--- src/rtl/mips32soc_mem_pkg.sv ---
// mips32soc_mem_pkg: size encodings, FSM states, store masks and store helpers
package mips32soc_mem_pkg;

    typedef enum logic [1:0] {SZ_BYTE = 2'b00, SZ_HALF = 2'b01, SZ_WORD = 2'b10, SZ_RSVD = 2'b11} size_e;

    typedef enum logic [1:0] {IDLE, ISSUE, CAPTURE, RESP} state_e;

    // mem_write bit i enables byte offset i; offset 0 is bits 31:24
    localparam logic [3:0] MASK_NONE    = 4'b0000;
    localparam logic [3:0] MASK_HALF_LO = 4'b0011;
    localparam logic [3:0] MASK_HALF_HI = 4'b1100;
    localparam logic [3:0] MASK_WORD    = 4'b1111;

    function automatic logic [3:0] store_mask(input size_e sz, input logic [1:0] off);
        return sz == SZ_BYTE ? 4'b0001 << off :
               sz == SZ_HALF ? (off[1] ? MASK_HALF_HI : MASK_HALF_LO) :
               sz == SZ_WORD ? MASK_WORD : MASK_NONE;
    endfunction

    function automatic logic [31:0] store_data(input size_e sz, input logic [31:0] wdata);
        return sz == SZ_BYTE ? {4{wdata[7:0]}} :
               sz == SZ_HALF ? {2{wdata[15:0]}} : wdata;
    endfunction

endpackage

--- src/rtl/mem_load_align.sv ---
// mem_load_align: picks the addressed byte/half of a big-endian word and extends it
//   rdata_i : raw memory word
//   size_i  : access size
//   off_i   : byte offset within the word (already forced aligned when needed)
//   uns_i   : 1 = zero-extend, 0 = sign-extend (ignored for words)
//   data_o  : right-justified, extended result
module mem_load_align
    import mips32soc_mem_pkg::*;
(
    input  logic [31:0] rdata_i,
    input  size_e       size_i,
    input  logic [1:0]  off_i,
    input  logic        uns_i,
    output logic [31:0] data_o
);

    logic [7:0]  b;
    logic [15:0] h;

    always_comb begin
        b = off_i == 2'd0 ? rdata_i[31:24] :
            off_i == 2'd1 ? rdata_i[23:16] :
            off_i == 2'd2 ? rdata_i[15:8]  : rdata_i[7:0];
        h = off_i[1] ? rdata_i[15:0] : rdata_i[31:16];
        data_o = size_i == SZ_BYTE ? {{24{~uns_i & b[7]}}, b} :
                 size_i == SZ_HALF ? {{16{~uns_i & h[15]}}, h} : rdata_i;
    end

endmodule

--- src/rtl/mem_access_unit.sv ---
// mem_access_unit: single-outstanding CPU load/store unit in front of a 1-cycle data memory
//   req_*  : request handshake (req_ready high only when idle)
//   rsp_*  : one-cycle completion pulse with load data and error flag
//   mem_*  : data-memory port, all outputs registered
// Optional: define MEM_ALIGN_CHECK_EN to reject misaligned half/word accesses
// instead of silently aligning them down.
module mem_access_unit
    import mips32soc_mem_pkg::*;
#(
    parameter int ADDR_W = 11
) (
    input  logic              clk,
    input  logic              rst_n,
    input  logic              req_valid,
    output logic              req_ready,
    input  logic              req_we,
    input  logic [1:0]        req_size,
    input  logic              req_unsigned,
    input  logic [31:0]       req_addr,
    input  logic [31:0]       req_wdata,
    output logic              rsp_valid,
    output logic [31:0]       rsp_rdata,
    output logic              rsp_err,
    output logic              mem_en,
    output logic [3:0]        mem_write,
    output logic [ADDR_W-1:0] mem_addr,
    output logic [31:0]       mem_wdata,
    input  logic [31:0]       mem_rdata
);

    state_e            state_q;
    size_e             size_q;
    logic              we_q, uns_q;
    logic [1:0]        off_q;
    logic              mem_en_q, rsp_valid_q, rsp_err_q;
    logic [3:0]        mem_write_q;
    logic [ADDR_W-1:0] mem_addr_q;
    logic [31:0]       mem_wdata_q, rsp_rdata_q, load_data;
    size_e             sz;
    logic [1:0]        off;
    logic              misal, reject, unused;

    assign unused = ^req_addr[31:ADDR_W+2];

    always_comb begin
        sz = size_e'(req_size);
`ifdef MEM_ALIGN_CHECK_EN
        off = req_addr[1:0];
        misal = (sz == SZ_HALF && req_addr[0]) || (sz == SZ_WORD && req_addr[1:0] != 2'b00);
`else
        off = sz == SZ_HALF ? {req_addr[1], 1'b0} : sz == SZ_WORD ? 2'b00 : req_addr[1:0];
        misal = 1'b0;
`endif
        reject = sz == SZ_RSVD || misal;
    end

    mem_load_align u_align (
        .rdata_i (mem_rdata),
        .size_i  (size_q),
        .off_i   (off_q),
        .uns_i   (uns_q),
        .data_o  (load_data)
    );

    always_ff @(posedge clk or negedge rst_n) begin
        if (!rst_n) begin
            state_q     <= IDLE;
            size_q      <= SZ_BYTE;
            we_q        <= 1'b0;
            uns_q       <= 1'b0;
            off_q       <= 2'b00;
            mem_en_q    <= 1'b0;
            mem_write_q <= MASK_NONE;
            mem_addr_q  <= '0;
            mem_wdata_q <= '0;
            rsp_valid_q <= 1'b0;
            rsp_rdata_q <= '0;
            rsp_err_q   <= 1'b0;
        end else begin
            mem_en_q    <= 1'b0;
            mem_write_q <= MASK_NONE;
            rsp_valid_q <= 1'b0;
            case (state_q)
                IDLE: if (req_valid) begin
                    we_q      <= req_we;
                    size_q    <= sz;
                    uns_q     <= req_unsigned;
                    off_q     <= off;
                    rsp_err_q <= reject;
                    if (reject) begin
                        state_q     <= RESP;
                        rsp_valid_q <= 1'b1;
                    end else begin
                        state_q     <= ISSUE;
                        mem_en_q    <= 1'b1;
                        mem_write_q <= req_we ? store_mask(sz, off) : MASK_NONE;
                        mem_addr_q  <= req_addr[ADDR_W+1:2];
                        mem_wdata_q <= store_data(sz, req_wdata);
                    end
                end
                ISSUE: begin
                    state_q     <= we_q ? RESP : CAPTURE;
                    rsp_valid_q <= we_q;
                end
                CAPTURE: begin
                    rsp_rdata_q <= load_data;
                    state_q     <= RESP;
                    rsp_valid_q <= 1'b1;
                end
                RESP: state_q <= IDLE;
            endcase
        end
    end

    assign req_ready = state_q == IDLE;
    assign rsp_valid = rsp_valid_q;
    assign rsp_rdata = rsp_rdata_q;
    assign rsp_err   = rsp_err_q;
    assign mem_en    = mem_en_q;
    assign mem_write = mem_write_q;
    assign mem_addr  = mem_addr_q;
    assign mem_wdata = mem_wdata_q;

endmodule

--- config.mk ---
export PLATFORM = sky130hd
export DESIGN_NAME = mem_access_unit
export DESIGN_NICKNAME = d
export VERILOG_FILES = /design/src/rtl/mips32soc_mem_pkg.sv /design/src/rtl/mem_load_align.sv /design/src/rtl/mem_access_unit.sv
export SDC_FILE = /design/constraint.sdc
export NUM_CORES = 1
export LEC_CHECK = 0
export CAP_MARGIN = 10
export CORE_MARGIN = 4
export CORE_UTILIZATION = 48
export DETAILED_ROUTE_END_ITERATION = 7
export PLACE_DENSITY = 0.85
export SYNTH_ARGS = -nofsm -noshare
export SYNTH_HDL_FRONTEND = slang
export SYNTH_SLANG_ARGS = --single-unit
--- constraint.sdc ---
create_clock -name clk -period 3.15 [get_ports clk]
set_input_delay 0.63 -clock clk [delete_from_list [all_inputs] [get_ports clk]]
set_output_delay 0.63 -clock clk [all_outputs]
set_load 0.05 [all_outputs]
==> impl_metrics.py, run 1 <==
metrics = {
    "outcome": {
        "status": "finished, final reports clean",
    },
    "synth": {
        "synth_top_area_cell": "dfrtp_1",
        "yosysTopAreaCellShare_pct": 46.8,
        "synth_cells": 446,
        "seq_area_frac_synth_pct": 46.8,
        "synthesis.area_mm2": 0.00482,
        "synth_cell_types": 42,
        "synth_edf_count": 0,
        "synth.net_count": 553,
        "syn_avg_cell_area_um2": 10.8,
        "yosys_warnings": 0,
        "ys_ff_latch": 90,
        "synthTopCellsByArea": "dfrtp_1 (47%), mux2_2 (6.3%), mux2i_1 (5.4%), o21ai_0 (4.9%), a41oi_1 (4.2%)",
        "synth-async-reset-ratio_pct": 100,
        "synthFlopType": "dfrtp_1",
    },
    "clock_network": {
        "numCtsBuffers": 9,
        "clock_sinks": 90,
        "clk_path_buf_depth": 2,
        "cts_resized": 0,
        "cts_setup_buffers": 0,
        "clk_latency_ns": 0.37,
        "clk_pin_slew_worst_paths_ns": 0.09,
        "cts_tree": "built",
        "cts-root-buf": "clkbuf_8",
        "cts-htree-levels": 3,
        "ctsHoldBuffers": 0,
    },
    "sta": {
        "finalCriticalPeriod_ns": 2.65,
        "fmax_ghz": 0.377,
        "period_share_pct": 84.3,
        "setup_viol": 0,
        "setup_tns_ns": 0,
        "clock_skew_ns": 0.00422,
        "hold_viol_final": 0,
        "final_max_slew_viol_count": 0,
        "slew_headroom_pct": 51.3,
        "rsz0062_at_grt": "no",
        "worst_slew_pin_slew_ns": 0.729,
    },
    "critical_path": {
        "cp_slowest_cell": "clkdlybuf4s50_1",
        "worstPathRequired_ns": 2.52,
        "crit_buf_inv": 2,
        "path_class": "flop to output port",
        "crit_path_end_kind": "output port",
        "critPathTopFamily": "buffers and inverters",
        "worstPathCellList": "inv_1 -> ha_1 -> clkdlybuf4s50_1",
        "ff2ff_setup_slack_ns": 0.82,
        "path_max_fanout": 6,
        "critical_path.max_stage_delay_ns": 0.84,
        "worstPathArrival_ns": 2.02,
        "crit_path_start_kind": "flop",
    },
    "pwr": {
        "peakVddDrop_mv": 0.795,
        "power_density_mw_per_mm2": 1200,
        "p_leak_nw": 2.76,
        "p_total_mw": 8.05,
    },
    "flow_run": {
        "max_cap_violations": 0,
    },
    "cells_and_area": {
        "nNetsFinal": 699,
        "area_growth_pct": 39.3,
        "stdcell_area_mm2": 0.00671,
        "drive_above_1_share_pct": 13.9,
    },
    "routing": {
        "drt-pass1-iter-count": 5,
        "ant_nets": 0,
        "vias": 4218,
        "post_drt_wl_per_cell_um": 19.5,
        "drtIter0Drc": 233,
        "drc": 0,
        "wl_um": 14300,
        "vias_per_cell": 5.77,
    },
    "global_route": {
        "grt_overflow_total": 0,
        "antenna_found_initial": 1,
        "grt_pass1_vias": 4413,
        "track_usage_pct": 25.0,
        "grt_max_degree": 51,
        "grt_pass1_wl_um": 22500,
    },
    "floorplanning": {
        "die_h_um": 108,
        "core_area_mm2": 0.00977,
        "num_rows": 36,
        "ioPinCount": 186,
        "dieWidth_um": 108,
        "start_util_pct": 49.3,
        "die-area_mm2": 0.0117,
    },
    "placed_design": {
        "gp_congestion": 0.957,
        "dp_hpwl_um": 10500,
        "post_dp_cell_area_mm2": 0.00644,
        "io_buffers": 166,
    },
    "hold_path": {
        "hp-class": "primary input to async pin",
    },
}
## synthesized netlist by cell type (all sizes together), types with 2 or more instances
| master | count |
|---|---|
| a21oi | 7 |
| a22oi | 2 |
| a31o | 16 |
| a32oi | 8 |
| a41oi | 25 |
| and2 | 3 |
| buf | 27 |
| clkbuf | 11 |
| dfrtp | 90 |
| dlygate4sd1 | 2 |
| ha | 4 |
| inv | 12 |
| mux2 | 30 |
| mux2i | 26 |
| mux4 | 7 |
| nand2 | 52 |
| nand2b | 8 |
| nor2 | 38 |
| nor3b | 8 |
| o211ai | 7 |
| o21ai | 47 |
| o32ai | 7 |
## sequential cells by signal (all words and copies together), names as in the netlist, 2 cells and up
name       flops
mem_wdata     32
rsp_rdata     32
mem_addr      11
mem_write      4
off_q          2
size_q         2
state_q        2
## cells in the final DEF (no fill, tap or decap), drive strengths merged, types with 9 or more instances in the layout
cell type	synthesis	final
clkdlybuf4s50	0	165
dfrtp	90	90
nand2	52	52
o21ai	47	47
nor2	38	38
mux2	30	30
mux2i	26	26
a41oi	25	25
a31o	16	16
inv	12	12
buf	27	10
clkbuf	11	9
## through the flow
step,hold WS (ns),std cells,util (%),setup WS (ns)
final,0.269,731,68.7,0.495
after global routing,0.306,731,68.7,0.421
after CTS,0.293,730,68.6,0.488
after detailed placement,0.476,714,65.9,0.458
after global placement,0.466,714,65.9,0.533
after floorplan,0.334,446,-,1.08
## logic make-up (layout without fill, tap and decap cells)
kind of cell / count (synthesis) / in the layout / share of synthesized area (%)
compound gates: 120 / 120 / 18.0
other cells: 0 / 1 / 0
mux: 63 / 63 / 16.4
fa+ha+maj: 4 / 4 / 1.04
flops: 90 / 90 / 46.8
simple gates: 117 / 117 / 11.2
buf+inv: 52 / 203 / 6.52
## routing by layer
metal	vias to the layer above	global-route usage [%]	share of wire (%)
li1	1929	-	-
met1	2024	29.1	36
met2	231	40.9	48
met3	34	9.67	13
met4	0	11.7	3.5
met5	-	0	0
## worst paths after layout
check | startpoint | endpoint | depth (start not counted)
setup reg to reg | state_q[1] | mem_addr[3] | 6
min in group clk | we_q | we_q | 2
hold reg to reg | we_q | we_q | 2
max in group asynchronous | rst_n | mem_wdata[22] | 2
setup / recovery | state_q[1] | req_ready | 3
hold / removal | rst_n | rsp_rdata[25] | 1
## report_power, final
group	internal, mW	switching (mW)	leakage (nW)	total, mW
Sequential	1.72	0.425	1.09	2.14
Clock	0.607	0.431	0.129	1.04
Combinational	1.79	3.07	1.54	4.87
Total	4.12	3.93	2.76	8.05
## area by class of cell
| type | instances | area (um^2) |
|---|---|---|
| inverters | 12 | 45.0 |
| repair buffers | 175 | 1730 |
| fillers | 750 | 3060 |
| clock buffers | 9 | 124 |
| diodes | 1 | 2.50 |
| clock inverters | 7 | 141 |
| well taps | 133 | 166 |
| multi-input cells | 304 | 2250 |
| flip-flops and latches | 90 | 2250 |
Note: power is estimated with default switching activity, not from simulation.
==> inputs of run 2 (changes only) <==
Settings changed: CORE_UTILIZATION 48 to 44, PLACE_DENSITY 0.85 to 0.78.
Clock period 3.15 ns to 2.6 ns, I/O delays scaled along.
==> run 2 against run 1 <==
Combinational power up 22%. Sequential power increased by 21%. Hold slack got worse by 0.11 ns. Final cell count rose by 0.14%. Routed wire length grew 1.6%. Count of clock-buffer cells in the layout is 2 higher. Setup slack got worse by 0.037 ns. First-iteration DRC count increased by 3.0%. Design area fell by 1.2%. Die area rose by 8.4%. Sequential cell count is the same. Critical endpoint unchanged. Largest cell class unchanged. Highest routed layer unchanged.
==> impl_metrics.py, run 2 (same netlist as run 1, synthesis figures left out) <==
metrics = {
    "outcome": {
        "status": "finished, final reports clean",
    },
    "routing": {
        "ant_nets": 0,
        "post_drt_wl_per_cell_um": 19.8,
        "vias": 4246,
        "drc": 0,
        "drtIter0Drc": 240,
        "vias_per_cell": 5.80,
        "wl_um": 14500,
        "drt-pass1-iter-count": 5,
    },
    "critical_path": {
        "critical_path.max_stage_delay_ns": 0.46,
        "reg2reg_from": "size_q[0]",
        "r2r-end": "rsp_rdata[7]",
        "worstPathArrival_ns": 1.62,
        "crit_path_end_kind": "output port",
        "path_class": "flop to output port",
        "cp_slowest_cell": "dlymetal6s2s_1",
        "worstPathCellList": "inv_1 -> ha_1 -> dlymetal6s2s_1",
        "crit_buf_inv": 2,
        "worstPathRequired_ns": 2.08,
        "crit_path_start_kind": "flop",
        "ff2ff_setup_slack_ns": 0.61,
        "r2r_cells": 3,
        "critPathTopFamily": "buffers and inverters",
        "worst-path-stages": 3,
        "path_max_fanout": 6,
        "crit_start": "state_q[1]",
    },
    "cells_and_area": {
        "fillers": 870,
        "diodes": 0,
        "area_growth_pct": 37.6,
        "layout_commonest_cell": "clkdlybuf4s50_1",
        "final_util_pct": 63.1,
        "drive_above_1_share_pct": 13.6,
        "multiInputGateArea_mm2": 0.00225,
        "seqCellArea_mm2": 0.00225,
        "nNetsFinal": 700,
        "layout_common_cells": "clkdlybuf4s50_1 (164), dfrtp_1 (90), nand2_1 (51), o21ai_0 (47), nor2_1 (36)",
    },
    "sta": {
        "slew_headroom_pct": 44.5,
        "period_share_pct": 82.4,
        "fin_ws_ns": 0.458,
        "setup_tns_ns": 0,
        "setup_viol": 0,
        "finalCriticalPeriod_ns": 2.14,
        "fmax_ghz": 0.467,
        "clock_skew_ns": 0.0104,
        "worst_slew_pin_slew_ns": 0.833,
        "hold_viol_final": 0,
        "rsz0062_at_grt": "no",
        "final_max_slew_viol_count": 0,
    },
    "clock_network": {
        "cts_setup_buffers": 0,
        "clk_path_buf_depth": 2,
        "clk_latency_ns": 0.36,
        "cts_tree": "built",
        "cts-root-buf": "clkbuf_8",
        "clock_sinks": 90,
        "clk_pin_slew_worst_paths_ns": 0.09,
        "cts-htree-levels": 3,
        "numCtsBuffers": 9,
    },
    "global_route": {
        "antenna_found_initial": 0,
        "met1_usage_pct": 26.8,
        "grt_max_degree": 62,
        "track_usage_pct": 22.9,
        "grt_overflow_total": 0,
        "grt_pass1_vias": 4493,
        "grt_pass1_wl_um": 23200,
        "grtUsageMet2_pct": 37.3,
        "grt_busiest_layer": "met2",
        "met3_usage_pct": 9.49,
    },
    "placed_design": {
        "dp_hpwl_um": 10600,
        "io_buffers": 166,
        "gp_congestion": 0.845,
        "dp_slack_ns": 0.385,
    },
    "floorplanning": {
        "start_util_pct": 45.8,
        "dieWidth_um": 113,
        "die-area_mm2": 0.0127,
        "core_area_mm2": 0.0105,
        "die_h_um": 113,
        "ioPinCount": 186,
        "num_rows": 37,
    },
    "flow_run": {
        "max_cap_violations": 0,
    },
    "pwr": {
        "comb_power_share_pct": 63.2,
        "p_leak_nw": 2.73,
        "peakVddDrop_mv": 0.936,
        "switching_share_pct": 50.7,
        "p_total_mw": 9.38,
        "p_int_mw": 4.62,
        "clkPwrFrac_pct": 9.2,
        "p_switching_mw": 4.76,
        "power_frac_seq_pct": 27.7,
        "power_density_mw_per_mm2": 1410,
    },
    "hold_path": {
        "hp-class": "primary input to async pin",
    },
}
## run 2: cell type report
type                       instances  area share, %
clock buffer                      11           2.13
clock inverter                     3          0.264
inverter                          12          0.680
multi-input combinational        304           34.0
sequential                        90           34.0
tap                              136           2.57
timing repair buffer             176           26.4
## run 2: per-stage QoR
step / hold slack (ns) / std cells / instance area [um^2]
5_1_grt: 0.177 / 732 / 6630
3_5_place_dp: 0.484 / 718 / 6470
4_1_cts: 0.162 / 732 / 6630
3_3_place_gp: 0.468 / 718 / 6470
2_1_floorplan: 0.224 / 446 / 4820
6_report: 0.161 / 732 / 6630
## run 2: how the worst max path moves through the flow
stage	endpoint	slack [ns]
2_1_floorplan	mem_addr[0]	0.53
3_3_place_gp	mem_addr[7]	0.43
3_5_place_dp	mem_addr[10]	0.39
4_1_cts	req_ready	0.06
5_1_grt	req_ready	0.39
6_report	req_ready	0.46
## run 2: routing by layer
layer,vias to the layer above,part of all wire [%]
li1,1924,-
met1,2061,39
met2,236,47
met3,25,12
met4,0,2.4
met5,-,0
## run 2: power by group through the flow
stage	Clock, mW	Sequential [mW]	Combinational [mW]
2_1_floorplan	0	4.54	2.21
3_3_place_gp	0	2.57	5.80
3_5_place_dp	0	2.62	5.93
4_1_cts	0.881	2.59	5.95
5_1_grt	0.936	2.69	6.28
6_report	0.860	2.59	5.92
## run 2: repair_timing
item                                    4_1_cts  5_1_grt
endpoints found under the setup margin        0        1
hold buffers                                  0        0
gates resized for setup                       0        1
==> inputs of run 3 (changes only) <==
Clock period 2.6 ns to 2.19 ns, I/O delays scaled along.
==> run 3 against run 2 <==
Count of clock-buffer cells in the layout decreased by 1. Non-clock buffer count is 7 higher. Combinational power grew 21%. Via count down 0.82%. Critical path type unchanged. Largest cell class unchanged.
==> impl_metrics.py, run 3 (same netlist as run 1, synthesis figures left out) <==
metrics = {
    "clock_network": {
        "numCtsBuffers": 9,
        "clk_latency_ns": 0.36,
        "cts_setup_buffers": 0,
        "clock_sinks": 90,
        "cts-root-buf": "clkbuf_8",
        "clk_path_buf_depth": 2,
        "cts_resized": 0,
        "cts_tree": "built",
        "clk_pin_slew_worst_paths_ns": 0.09,
        "cts-htree-levels": 3,
        "ctsHoldBuffers": 0,
    },
    "routing": {
        "vias_per_cell": 5.68,
        "wl_met3_um": 1610,
        "top_layer": "met4",
        "met1_length_um": 5390,
        "route.met2.wl_um": 7070,
        "drc": 0,
        "post_drt_wl_per_cell_um": 19.4,
        "drtIter0Drc": 228,
        "ant_nets": 0,
        "drt-pass1-iter-count": 4,
        "vias": 4211,
        "wl_um": 14300,
    },
    "pwr": {
        "peakVddDrop_mv": 0.991,
        "power_density_mw_per_mm2": 1680,
        "p_leak_nw": 2.79,
        "p_total_mw": 11.4,
    },
    "placed_design": {
        "gp_congestion": 0.876,
        "post_dp_cell_area_mm2": 0.00658,
        "dp_hpwl_um": 10700,
        "dp_slack_ns": 0.176,
        "io_buffers": 166,
    },
    "sta": {
        "clock_skew_ns": 0.00980,
        "fmax_ghz": 0.490,
        "period_share_pct": 93.3,
        "whs_ns": 0.0743,
        "setup_viol": 0,
        "rsz0062_at_grt": "no",
        "hold_viol_final": 0,
        "finalCriticalPeriod_ns": 2.04,
        "slew_headroom_pct": 51.3,
        "setup_tns_ns": 0,
        "worst_slew_pin_slew_ns": 0.731,
        "final_max_slew_viol_count": 0,
        "fin_ws_ns": 0.148,
    },
    "floorplanning": {
        "core_area_mm2": 0.0105,
        "ioPinCount": 186,
        "die-area_mm2": 0.0127,
        "start_util_pct": 45.8,
        "dieWidth_um": 113,
        "num_rows": 37,
        "die_h_um": 113,
    },
    "cells_and_area": {
        "layout_commonest_cell": "clkdlybuf4s50_1",
        "nNetsFinal": 707,
        "layout_common_cells": "clkdlybuf4s50_1 (164), dfrtp_1 (90), nand2_1 (51), o21ai_0 (47), nor2_1 (36)",
        "fillers": 830,
        "area_growth_pct": 40.5,
        "stdcell_area_mm2": 0.00676,
        "multiInputGateArea_mm2": 0.00225,
        "seqCellArea_mm2": 0.00225,
        "diodes": 0,
        "drive_above_1_share_pct": 15.0,
    },
    "critical_path": {
        "cp_slowest_cell": "clkdlybuf4s50_1",
        "crit_buf_inv": 1,
        "critPathTopFamily": "buffers and inverters",
        "path_class": "flop to output port",
        "critical_path.max_stage_delay_ns": 0.87,
        "crit_path_start_kind": "flop",
        "worstPathRequired_ns": 1.75,
        "crit_path_end_kind": "output port",
        "worstPathArrival_ns": 1.60,
        "path_max_fanout": 2,
        "worstPathCellList": "clkdlybuf4s50_1",
    },
    "hold_path": {
        "hp-class": "primary input to async pin",
    },
    "global_route": {
        "track_usage_pct": 22.7,
        "grt_pass1_wl_um": 22900,
        "grt_overflow_total": 0,
        "antenna_found_initial": 0,
        "grt_pass1_vias": 4453,
        "grt_max_degree": 61,
    },
    "outcome": {
        "status": "finished, final reports clean",
    },
    "flow_run": {
        "max_cap_violations": 0,
    },
}
## run 3: final timing paths
check                      depth (start not counted)             to  slack [ns]     startpoint
max                                                1  rsp_rdata[31]        0.15  rsp_rdata[31]
min                                                1  rsp_rdata[25]        0.07          rst_n
max reg2reg                                        3  rsp_rdata[14]        0.37       off_q[0]
min reg2reg                                        2           we_q        0.48           we_q
max in group asynchronous                          2  mem_wdata[30]        1.49          rst_n
min in group clk                                   2           we_q        0.48           we_q
## run 3: stage by stage
stage,std cells,utilization (%)
global route,741,64.4
finish,741,64.4
CTS,741,64.4
detailed placement,725,62.6
global placement,725,62.6
floorplan,446,-
## run 3: area by class of cell
cell class	instances	area share, %
sequential	90	33.3
multi-input combinational	304	33.3
timing repair buffer	183	27.5
tap	136	2.52
clock buffer	10	1.89
clock inverter	6	0.851
inverter	12	0.666
## run 3: routing by layer
layer	vias to the layer above	global-route usage [%]
met5	-	0
met4	0	8.33
met3	20	9.38
met2	194	38.4
met1	2061	25.6
li1	1936	-
## run 3: power breakdown
group	internal (mW)	leakage (nW)	total [mW]	switching [mW]
Sequential	2.47	1.09	3.07	0.598
Combinational	2.70	1.60	7.18	4.48
Clock	0.520	0.0958	1.11	0.592
Total	5.69	2.79	11.4	5.67
